===== config.mk =====
export PLATFORM = sky130hd
export DESIGN_NAME = bsg_wormhole_router_output_wrr
export DESIGN_NICKNAME = d
export VERILOG_FILES = /design/src/rtl/bsg_wormhole_router_pkg.sv /design/src/rtl/bsg_wormhole_router_rr_pick.sv /design/src/rtl/bsg_wormhole_router_output_wrr.sv
export SDC_FILE = /design/constraint.sdc
export NUM_CORES = 1
export LEC_CHECK = 0
export CORE_UTILIZATION = 53
export DETAILED_ROUTE_END_ITERATION = 10
export PLACE_DENSITY = 0.88
export SYNTH_ARGS = -nofsm -noshare
export SYNTH_HDL_FRONTEND = slang
export SYNTH_HIERARCHICAL = 1
export SYNTH_SLANG_ARGS = --single-unit

===== constraint.sdc =====
create_clock -name clk_i -period 14.4 [get_ports clk_i]
set_input_delay 2.88 -clock clk_i [delete_from_list [all_inputs] [get_ports clk_i]]
set_output_delay 2.88 -clock clk_i [all_outputs]
set_load 0.01 [all_outputs]

===== src/rtl/bsg_wormhole_router_pkg.sv =====
// Shared types for the wormhole router output-port controls.
package bsg_wormhole_router_pkg;

    typedef enum logic {
        eIdle,
        eLocked
    } bsg_wormhole_wrr_state_e;

endpackage


===== src/rtl/bsg_wormhole_router_rr_pick.sv =====
// Combinational rotating-priority picker: the first set request bit,
// searching cyclically upward from a start index, wins.
module bsg_wormhole_router_rr_pick #(
    parameter int width_p = 5,
    localparam int idx_width_lp = (width_p > 1) ? $clog2(width_p) : 1
) (
    input  logic [width_p-1:0]      reqs_i,
    input  logic [idx_width_lp-1:0] start_i,
    output logic [width_p-1:0]      grant_o,
    output logic [idx_width_lp-1:0] winner_o,
    output logic                    found_o
);

    // Walk the request vector once starting at start_i, wrapping at width_p.
    always_comb begin
        int cand;
        grant_o  = '0;
        winner_o = '0;
        found_o  = 1'b0;
        cand     = 0;
        for (int i = 0; i < width_p; i++) begin
            cand = int'(start_i) + i;
            if (cand >= width_p) begin
                cand = cand - width_p;
            end
            if (!found_o && reqs_i[cand]) begin
                found_o       = 1'b1;
                winner_o      = idx_width_lp'(cand);
                grant_o[cand] = 1'b1;
            end
        end
    end

endmodule


===== src/rtl/bsg_wormhole_router_output_wrr.sv =====
// Weighted round-robin output scheduler: picks an input whose head is a
// header for this output, holds it for the whole packet by counting body
// flits, and lets each input send up to its weight in packets per turn.
module bsg_wormhole_router_output_wrr
    import bsg_wormhole_router_pkg::*;
#(
    parameter int input_dirs_p   = 5,
    parameter int len_width_p    = 4,
    parameter int weight_width_p = 3
) (
    input  logic                                   clk_i,
    input  logic                                   reset_i,
    input  logic [input_dirs_p-1:0]                reqs_i,
    input  logic [input_dirs_p-1:0]                valid_i,
    input  logic [input_dirs_p*len_width_p-1:0]    len_i,
    input  logic [input_dirs_p*weight_width_p-1:0] weights_i,
    input  logic                                   ready_i,
    output logic                                   valid_o,
    output logic [input_dirs_p-1:0]                data_sel_o,
    output logic [input_dirs_p-1:0]                yumi_o,
    output logic                                   busy_o
);

    localparam int ptr_width_lp = (input_dirs_p > 1) ? $clog2(input_dirs_p) : 1;

    bsg_wormhole_wrr_state_e state_r, state_n;
    logic [ptr_width_lp-1:0]   owner_r, owner_n;
    logic [ptr_width_lp-1:0]   ptr_r, ptr_n;
    logic [len_width_p-1:0]    cnt_r, cnt_n;
    logic [weight_width_p-1:0] credit_r, credit_n;

    logic [len_width_p-1:0]    len_arr    [input_dirs_p];
    logic [weight_width_p-1:0] weight_arr [input_dirs_p];

    logic [input_dirs_p-1:0]   pick_grant;
    logic [ptr_width_lp-1:0]   pick_idx;
    logic                      pick_found;

    logic [input_dirs_p-1:0]   owner_onehot;
    logic [input_dirs_p-1:0]   sel;
    logic                      transfer;
    logic                      new_turn;
    logic [weight_width_p-1:0] weight_eff;
    logic [weight_width_p-1:0] turn_credit;

    function automatic logic [ptr_width_lp-1:0] next_idx(input logic [ptr_width_lp-1:0] idx);
        return (idx == ptr_width_lp'(input_dirs_p - 1)) ? '0 : idx + ptr_width_lp'(1);
    endfunction

    for (genvar k = 0; k < input_dirs_p; k++) begin : g_unpack
        assign len_arr[k]    = len_i[k*len_width_p +: len_width_p];
        assign weight_arr[k] = weights_i[k*weight_width_p +: weight_width_p];
    end

    bsg_wormhole_router_rr_pick #(
        .width_p (input_dirs_p)
    ) pick (
        .reqs_i   (reqs_i),
        .start_i  (ptr_r),
        .grant_o  (pick_grant),
        .winner_o (pick_idx),
        .found_o  (pick_found)
    );

    assign owner_onehot = input_dirs_p'(1) << owner_r;

    // Grant source: the held owner while locked, otherwise this cycle's pick.
    always_comb begin
        sel = '0;
        if (!reset_i) begin
            if (state_r == eLocked) begin
                sel = owner_onehot;
            end else if (pick_found) begin
                sel = pick_grant;
            end
        end
    end

    assign data_sel_o = sel;
    assign valid_o    = |(sel & valid_i);
    assign transfer   = valid_o & ready_i;
    assign yumi_o     = transfer ? sel : '0;
    assign busy_o     = (state_r == eLocked) && !reset_i;

    assign new_turn    = (pick_idx != owner_r) || (credit_r == '0);
    assign weight_eff  = (weight_arr[pick_idx] == '0) ? weight_width_p'(1) : weight_arr[pick_idx];
    assign turn_credit = new_turn ? weight_eff : credit_r;

    // Next-state: turn bookkeeping on header pick, flit counting while locked.
    always_comb begin
        state_n  = state_r;
        owner_n  = owner_r;
        ptr_n    = ptr_r;
        cnt_n    = cnt_r;
        credit_n = credit_r;
        case (state_r)
            eIdle: begin
                if (pick_found) begin
                    owner_n  = pick_idx;
                    credit_n = turn_credit;
                    if (new_turn) begin
                        ptr_n = pick_idx;
                    end
                    if (transfer) begin
                        if (len_arr[pick_idx] == '0) begin
                            credit_n = turn_credit - weight_width_p'(1);
                            ptr_n    = (turn_credit == weight_width_p'(1)) ? next_idx(pick_idx) : pick_idx;
                        end else begin
                            cnt_n   = len_arr[pick_idx];
                            state_n = eLocked;
                        end
                    end
                end
            end
            eLocked: begin
                if (transfer) begin
                    cnt_n = cnt_r - len_width_p'(1);
                    if (cnt_r == len_width_p'(1)) begin
                        state_n  = eIdle;
                        credit_n = credit_r - weight_width_p'(1);
                        ptr_n    = (credit_r == weight_width_p'(1)) ? next_idx(owner_r) : owner_r;
                    end
                end
            end
            default: state_n = eIdle;
        endcase
    end

    // Scheduler state registers, cleared asynchronously.
    always_ff @(posedge clk_i or posedge reset_i) begin
        if (reset_i) begin
            state_r  <= eIdle;
            owner_r  <= '0;
            ptr_r    <= '0;
            cnt_r    <= '0;
            credit_r <= '0;
        end else begin
            state_r  <= state_n;
            owner_r  <= owner_n;
            ptr_r    <= ptr_n;
            cnt_r    <= cnt_n;
            credit_r <= credit_n;
        end
    end

`ifndef SYNTHESIS
    a_sel_onehot0 : assert property (@(posedge clk_i) disable iff (reset_i) $onehot0(data_sel_o));
    a_yumi_valid  : assert property (@(posedge clk_i) disable iff (reset_i) (yumi_o & ~valid_i) == '0);
    a_locked_hold : assert property (@(posedge clk_i) disable iff (reset_i)
                                     (state_r == eLocked) |-> (data_sel_o == owner_onehot));
`endif

endmodule


Word level (Yosys, flattened, before mapping). Index checks and enable logic that the tools add are counted.

$add $sub $neg: 14. $lt $le $gt $ge: 16. Equality and inequality tests: 11. Shift operators: 1. Multiplexer cells: 85. Bitwise gates (word level): 8. Reduce and logical (&&, ||, !) cells: 23.

Operators by type and width (number): $ge 32x1->1 const B (5); $lt 32x5->1 const B (5); $mux 32 (5); $ge 32x4->1 const B (4); $sub 32x4->32 const B (4); $mux 3 (24); $mux 5 (9); $mux 1 (25); $mux 4 (6); $or 5x5->5 (4); $bmux 1 s3 (5); $demux 1 s3 (5); $bmux 4 s3 (1); $pmux 3 s2 (2); $logic_and 1x1->1 (10); $bmux 3 s3 (1); $add 3x2->4 const B (2); $pmux 4 s2 (1); $add 3x1->3 const B (2); $eq 3x1->1 const B (2); $eq 3x3->1 const B (2); $logic_not 3->1 (2); $ne 2x1->1 const B (3); $sub 3x1->3 const B (2); 22 further kinds (27).

Bits in registers: 14. Input bits: 48. Output and inout port bits: 12.

Logic depth before layout (Yosys ltp).
Word-level depth: 31. Gate-level depth with buffers: 28. Depth with buffers taken out: 24.

By module. Netlist, hierarchy kept.

Modules (own cells, without submodules): bsg_wormhole_router_output_wrr (times used 1, cells each 226, area an instance 1735.4 um2); bsg_wormhole_router_rr_pick (times used 1, cells each 228, area an instance 1562.7 um2).

Worst setup path before layout. No wires, ideal clock.

Path type: input to output. From: in reqs_i[1]. To: out yumi_o[0]. Arrival: 6.089 ns. Required time: 11.520 ns. Setup slack: 5.431 ns. Stages: 14. Cell sequence: or4bb_1 > o31ai_1 > a311oi_1 > a31oi_1 > nor4b_4 > nand3_2 > or3b_4 > o311ai_2 > nand3b_1 > a21oi_1 > a22oi_1 > a21boi_1 > clkbuf_1 > and2_1.

Longest elaborated chain between the ends: 23. Elaborated cells on any way between the ends: 44. Those cells by class: mux (29); bitwise (6); reduce/logical (9).

RTL lines: from (decl) (line bsg_wormhole_router_output_wrr.sv:13) `input logic [input_dirs_p-1:0] reqs_i,`; $bmux 1 s3 (line bsg_wormhole_router_rr_pick.sv:26) `if (!found_o && reqs_i[cand]) begin`; $mux 1 (not written as such) (2 in a row) (line bsg_wormhole_router_rr_pick.sv:26); $mux 1 (line bsg_wormhole_router_rr_pick.sv:26); $logic_not 1->1 (line bsg_wormhole_router_rr_pick.sv:26); $logic_and 1x1->1 (line bsg_wormhole_router_rr_pick.sv:26); $mux 1 (line bsg_wormhole_router_rr_pick.sv:26); $logic_not 1->1 (line bsg_wormhole_router_rr_pick.sv:26); $logic_and 1x1->1 (line bsg_wormhole_router_rr_pick.sv:26); [... 7 more ...]; net pick_grant[2] (line bsg_wormhole_router_output_wrr.sv:35) `logic [input_dirs_p-1:0] pick_grant;`; $mux 5 * (line bsg_wormhole_router_output_wrr.sv:73) `end else if (pick_found) begin`; $mux 5 * (line bsg_wormhole_router_output_wrr.sv:71) `if (state_r == eLocked) begin`; $mux 5 * (line bsg_wormhole_router_output_wrr.sv:70) `if (!reset_i) begin`; net data_sel_o[2] (line bsg_wormhole_router_output_wrr.sv:19) `output logic [input_dirs_p-1:0] data_sel_o,`; $and 5x5->5 * (line bsg_wormhole_router_output_wrr.sv:80) `assign valid_o = |(sel & valid_i);`; $reduce_or 5->1 * (line bsg_wormhole_router_output_wrr.sv:80); $and 1x1->1 * (line bsg_wormhole_router_output_wrr.sv:81) `assign transfer = valid_o & ready_i;`; $mux 5 * (line bsg_wormhole_router_output_wrr.sv:82) `assign yumi_o = transfer ? sel : '0;`; to (decl) (line bsg_wormhole_router_output_wrr.sv:20) `output logic [input_dirs_p-1:0] yumi_o,`.

Mark *: on every way through the listed nets, which the timed path passes. The rest lies on a longest branch. The select of a mux whose other input is x is not followed.

Worst setup path in the final report.
From: in reqs_i[0]. To: out yumi_o[1].

Longest elaborated chain between the ends: 23. Elaborated cells on any way between the ends: 44. Those cells by class: mux (29); bitwise (6); reduce/logical (9).

RTL lines (line): $bmux 1 s3 (bsg_wormhole_router_rr_pick.sv:26); $mux 1 (not written as such) (2 in a row) (bsg_wormhole_router_rr_pick.sv:26); $mux 1 (bsg_wormhole_router_rr_pick.sv:26); $logic_not 1->1 (bsg_wormhole_router_rr_pick.sv:26); $logic_and 1x1->1 (bsg_wormhole_router_rr_pick.sv:26); $mux 1 (bsg_wormhole_router_rr_pick.sv:26); $logic_not 1->1 (bsg_wormhole_router_rr_pick.sv:26); $logic_and 1x1->1 (bsg_wormhole_router_rr_pick.sv:26); [... 7 more ...]; net pick_grant[0] (bsg_wormhole_router_output_wrr.sv:35); $mux 5 * (bsg_wormhole_router_output_wrr.sv:73); $mux 5 * (bsg_wormhole_router_output_wrr.sv:71); $mux 5 * (bsg_wormhole_router_output_wrr.sv:70); $and 5x5->5 * (bsg_wormhole_router_output_wrr.sv:80); $reduce_or 5->1 * (bsg_wormhole_router_output_wrr.sv:80); $and 1x1->1 * (bsg_wormhole_router_output_wrr.sv:81); $mux 5 * (bsg_wormhole_router_output_wrr.sv:82).

Marked as above.

==> impl_metrics.toml <==
[critical_path]
critPathTopFamily = "compound AO/OA/AOI/OAI gates"
timing.rr.end = "ptr_r[0]"
crit_start = "reqs_i[0]"
critical-path-max-stage-delay_ps = 800
arrival_ps = 7700
worstSetupPathDepth = 15
r2r_slack_ps = 7250
critPathMaxFanout = 15
r2r_start = "ptr_r[0]"
cp-start-kind = "input pin"
path_cells = "clkdlybuf4s50_1, nor2b_1, a211oi_1, a211o_2, a22oi_4, o21ai_0, nor4b_1, a21oi_1, o211ai_1, nor4bb_1, a31o_1, a222oi_1, a21boi_1, and2_1, clkdlybuf4s50_1"
required_ps = 11520
path_class = "input pin to output pin"
crit_path_frequent_cell = "clkdlybuf4s50_1"
critPathBufInv = 2
rr_worst_depth = 18
critical_path.slowest_cell = "a21boi_1"
end_kind = "output pin"
setup.worst_path.end = "yumi_o[1]"

[timing]
setup_viol = 0
min_period_ps = 10580
hold_viol = 0
tightest_slew_ps = 1252
slew_headroom = 0.1580
rsz0062_at_grt = "false"
drv_slew = 0
fin_worst_skew_ps = 5.819
fmax_mhz = 94.53
timing.final.crit_share = 0.7346
setup_tns_ps = 0

[synth]
yosys_warnings = 6
netlist_area_um2 = 3298
yosys.area.top_type = "dfrtp_1"
postSynthCellCount = 454
synth_edf_count = 0
synth-async-reset-ratio = 1.000
synth_top_area_frac = 0.1062
syn_nets = 528
synthTopCellsByArea = "dfrtp_1 (11%), ha_1 (9.5%), mux2i_1 (7.0%)"
ys_ff_latch = 14
syn_avg_cell_area_um2 = 7.265
seq_area_frac_synth = 0.1062
yosysUniqueCellTypes = 79
ys.flop_type = "dfrtp_1"

[floorplanning]
dieArea_um2 = 6542
design.core.area_um2 = 5956
dieWidth_um = 80.89
initial_core_util = 0.5538
die_height_um = 80.89
row_count = 28
ioPinCount = 60

[job]
maxCapViolations = 0

[global_routing]
grt_overflow_total = 0
grt_pass1_wl_um = 16020
grt_pass1_vias = 3385
track_usage = 0.3083
antenna_found_initial = 0
grt_max_degree = 36

[routing]
wl_um = 9961
vias = 3754
drt-wirelength-per-cell_um = 17.60
drc = 0
drt_first_pass_iters = 5
viasPerCell = 6.633
final_antenna_net_count = 0
drt_iter0_markers = 367

[layout]
area_delta_synth_final_pct = 18.63
nFillCells = 513
diodes = 0
final_cells = 566
drive_gt1_frac = 0.05499
mostFrequentLayoutCells = "clkdlybuf4s50_1 (59), nand2_1 (45), a21oi_1 (32)"
final_common_cell = "clkdlybuf4s50_1"
layout.nets = 567

[status]
outcome = "finished, final reports clean"

[clocking]
cts_setup_buffers = 0
cts_max_level = 1
clk_path_buf_depth = 2
cts_resized = 0
hold_buffers = 0
cts_inserted_buffers = 3
root_buffer = "clkbuf_8"
path_clk_slew_ps = 50
clkSinkCount = 14
clk_latency_ps = 250
cts_tree = "yes"

[worst_hold_path]
hp-class = "flop to flop"

[place]
dpl.cell_count = 563
io_buffers = 59
hpwlAfterDp_um = 7661
place_congestion = 1.018
[worst min-delay path by stage]
stage                  start       end  slack [ps]  depth (start not counted)
floorplan           cnt_r[2]  cnt_r[2]         520                          1
detailed placement  cnt_r[1]  cnt_r[1]         560                          2
CTS                 cnt_r[1]  cnt_r[1]         570                          2
global route        cnt_r[3]  cnt_r[3]         600                          1
global placement    cnt_r[2]  cnt_r[2]         550                          1
finish              cnt_r[1]  cnt_r[1]         560                          2
[Yosys cell counts, drive strengths merged (10+ instances only)]
| cell | count |
|---|---|
| nand2 | 45 |
| a21oi | 34 |
| o21ai | 33 |
| nor2 | 29 |
| inv | 26 |
| ha | 25 |
| mux2i | 25 |
| buf | 17 |
| nor3 | 17 |
| dfrtp | 14 |
| clkbuf | 11 |
| nand2b | 11 |
| a31oi | 10 |
| nand3 | 10 |
[routing by layer]
metal  wire length, um  track usage
met1              4570       0.4318
met2              4422       0.5000
met3               851      0.04719
met4               116      0.05536
met5                 0            0
[sequential cells by signal, indices dropped and copies added, names as in the netlist]
name / count
owner_r: 3
credit_r: 3
ptr_r: 3
state_r: 1
cnt_r: 4
[cell type report]
| class | count | area, um2 | area share |
|---|---|---|---|
| multi-input cells | 386 | 2716 | 0.6943 |
| well taps | 75 | 93.84 | 0.02398 |
| repair buffers | 62 | 613.1 | 0.1567 |
| inverters | 26 | 97.59 | 0.02494 |
| clock buffers | 3 | 41.29 | 0.01055 |
| flip-flops and latches | 14 | 350.3 | 0.08954 |
[logic make-up after synthesis]
logic type | after synthesis | synth area share
and+or+nand+nor | 167 | 0.2731
DFF | 14 | 0.1062
buffers and inverters | 54 | 0.07132
AOI/OAI and AO/OA | 154 | 0.3304
adders and majority gates | 26 | 0.1009
xor gates and xnor gates | 12 | 0.03187
muxes | 27 | 0.08611
[worst reg2reg max path, delay by kind of cell (launching register included)]
family	cells	cell delay, ps
AOI/OAI and AO/OA	9	3160
and+or+nand+nor	3	1390
buffers and inverters	3	1130
adders and majority gates	2	930
DFF	1	320
xor gates and xnor gates	1	160
[per-stage QoR]
step	setup WS [ps]	hold slack, ps	util	instance area, um2
after global placement	4041	550.9	0.6500	3871
after floorplan	5431	518.7	-	3298
after detailed placement	3936	559.3	0.6500	3871
after global routing	3447	600.3	0.6569	3913
after CTS	3920	572.5	0.6569	3913
final	3821	564.4	0.6569	3913
Power is not shown: default switching activity piles up to over one toggle a cycle in this logic, so the estimate is an artifact.
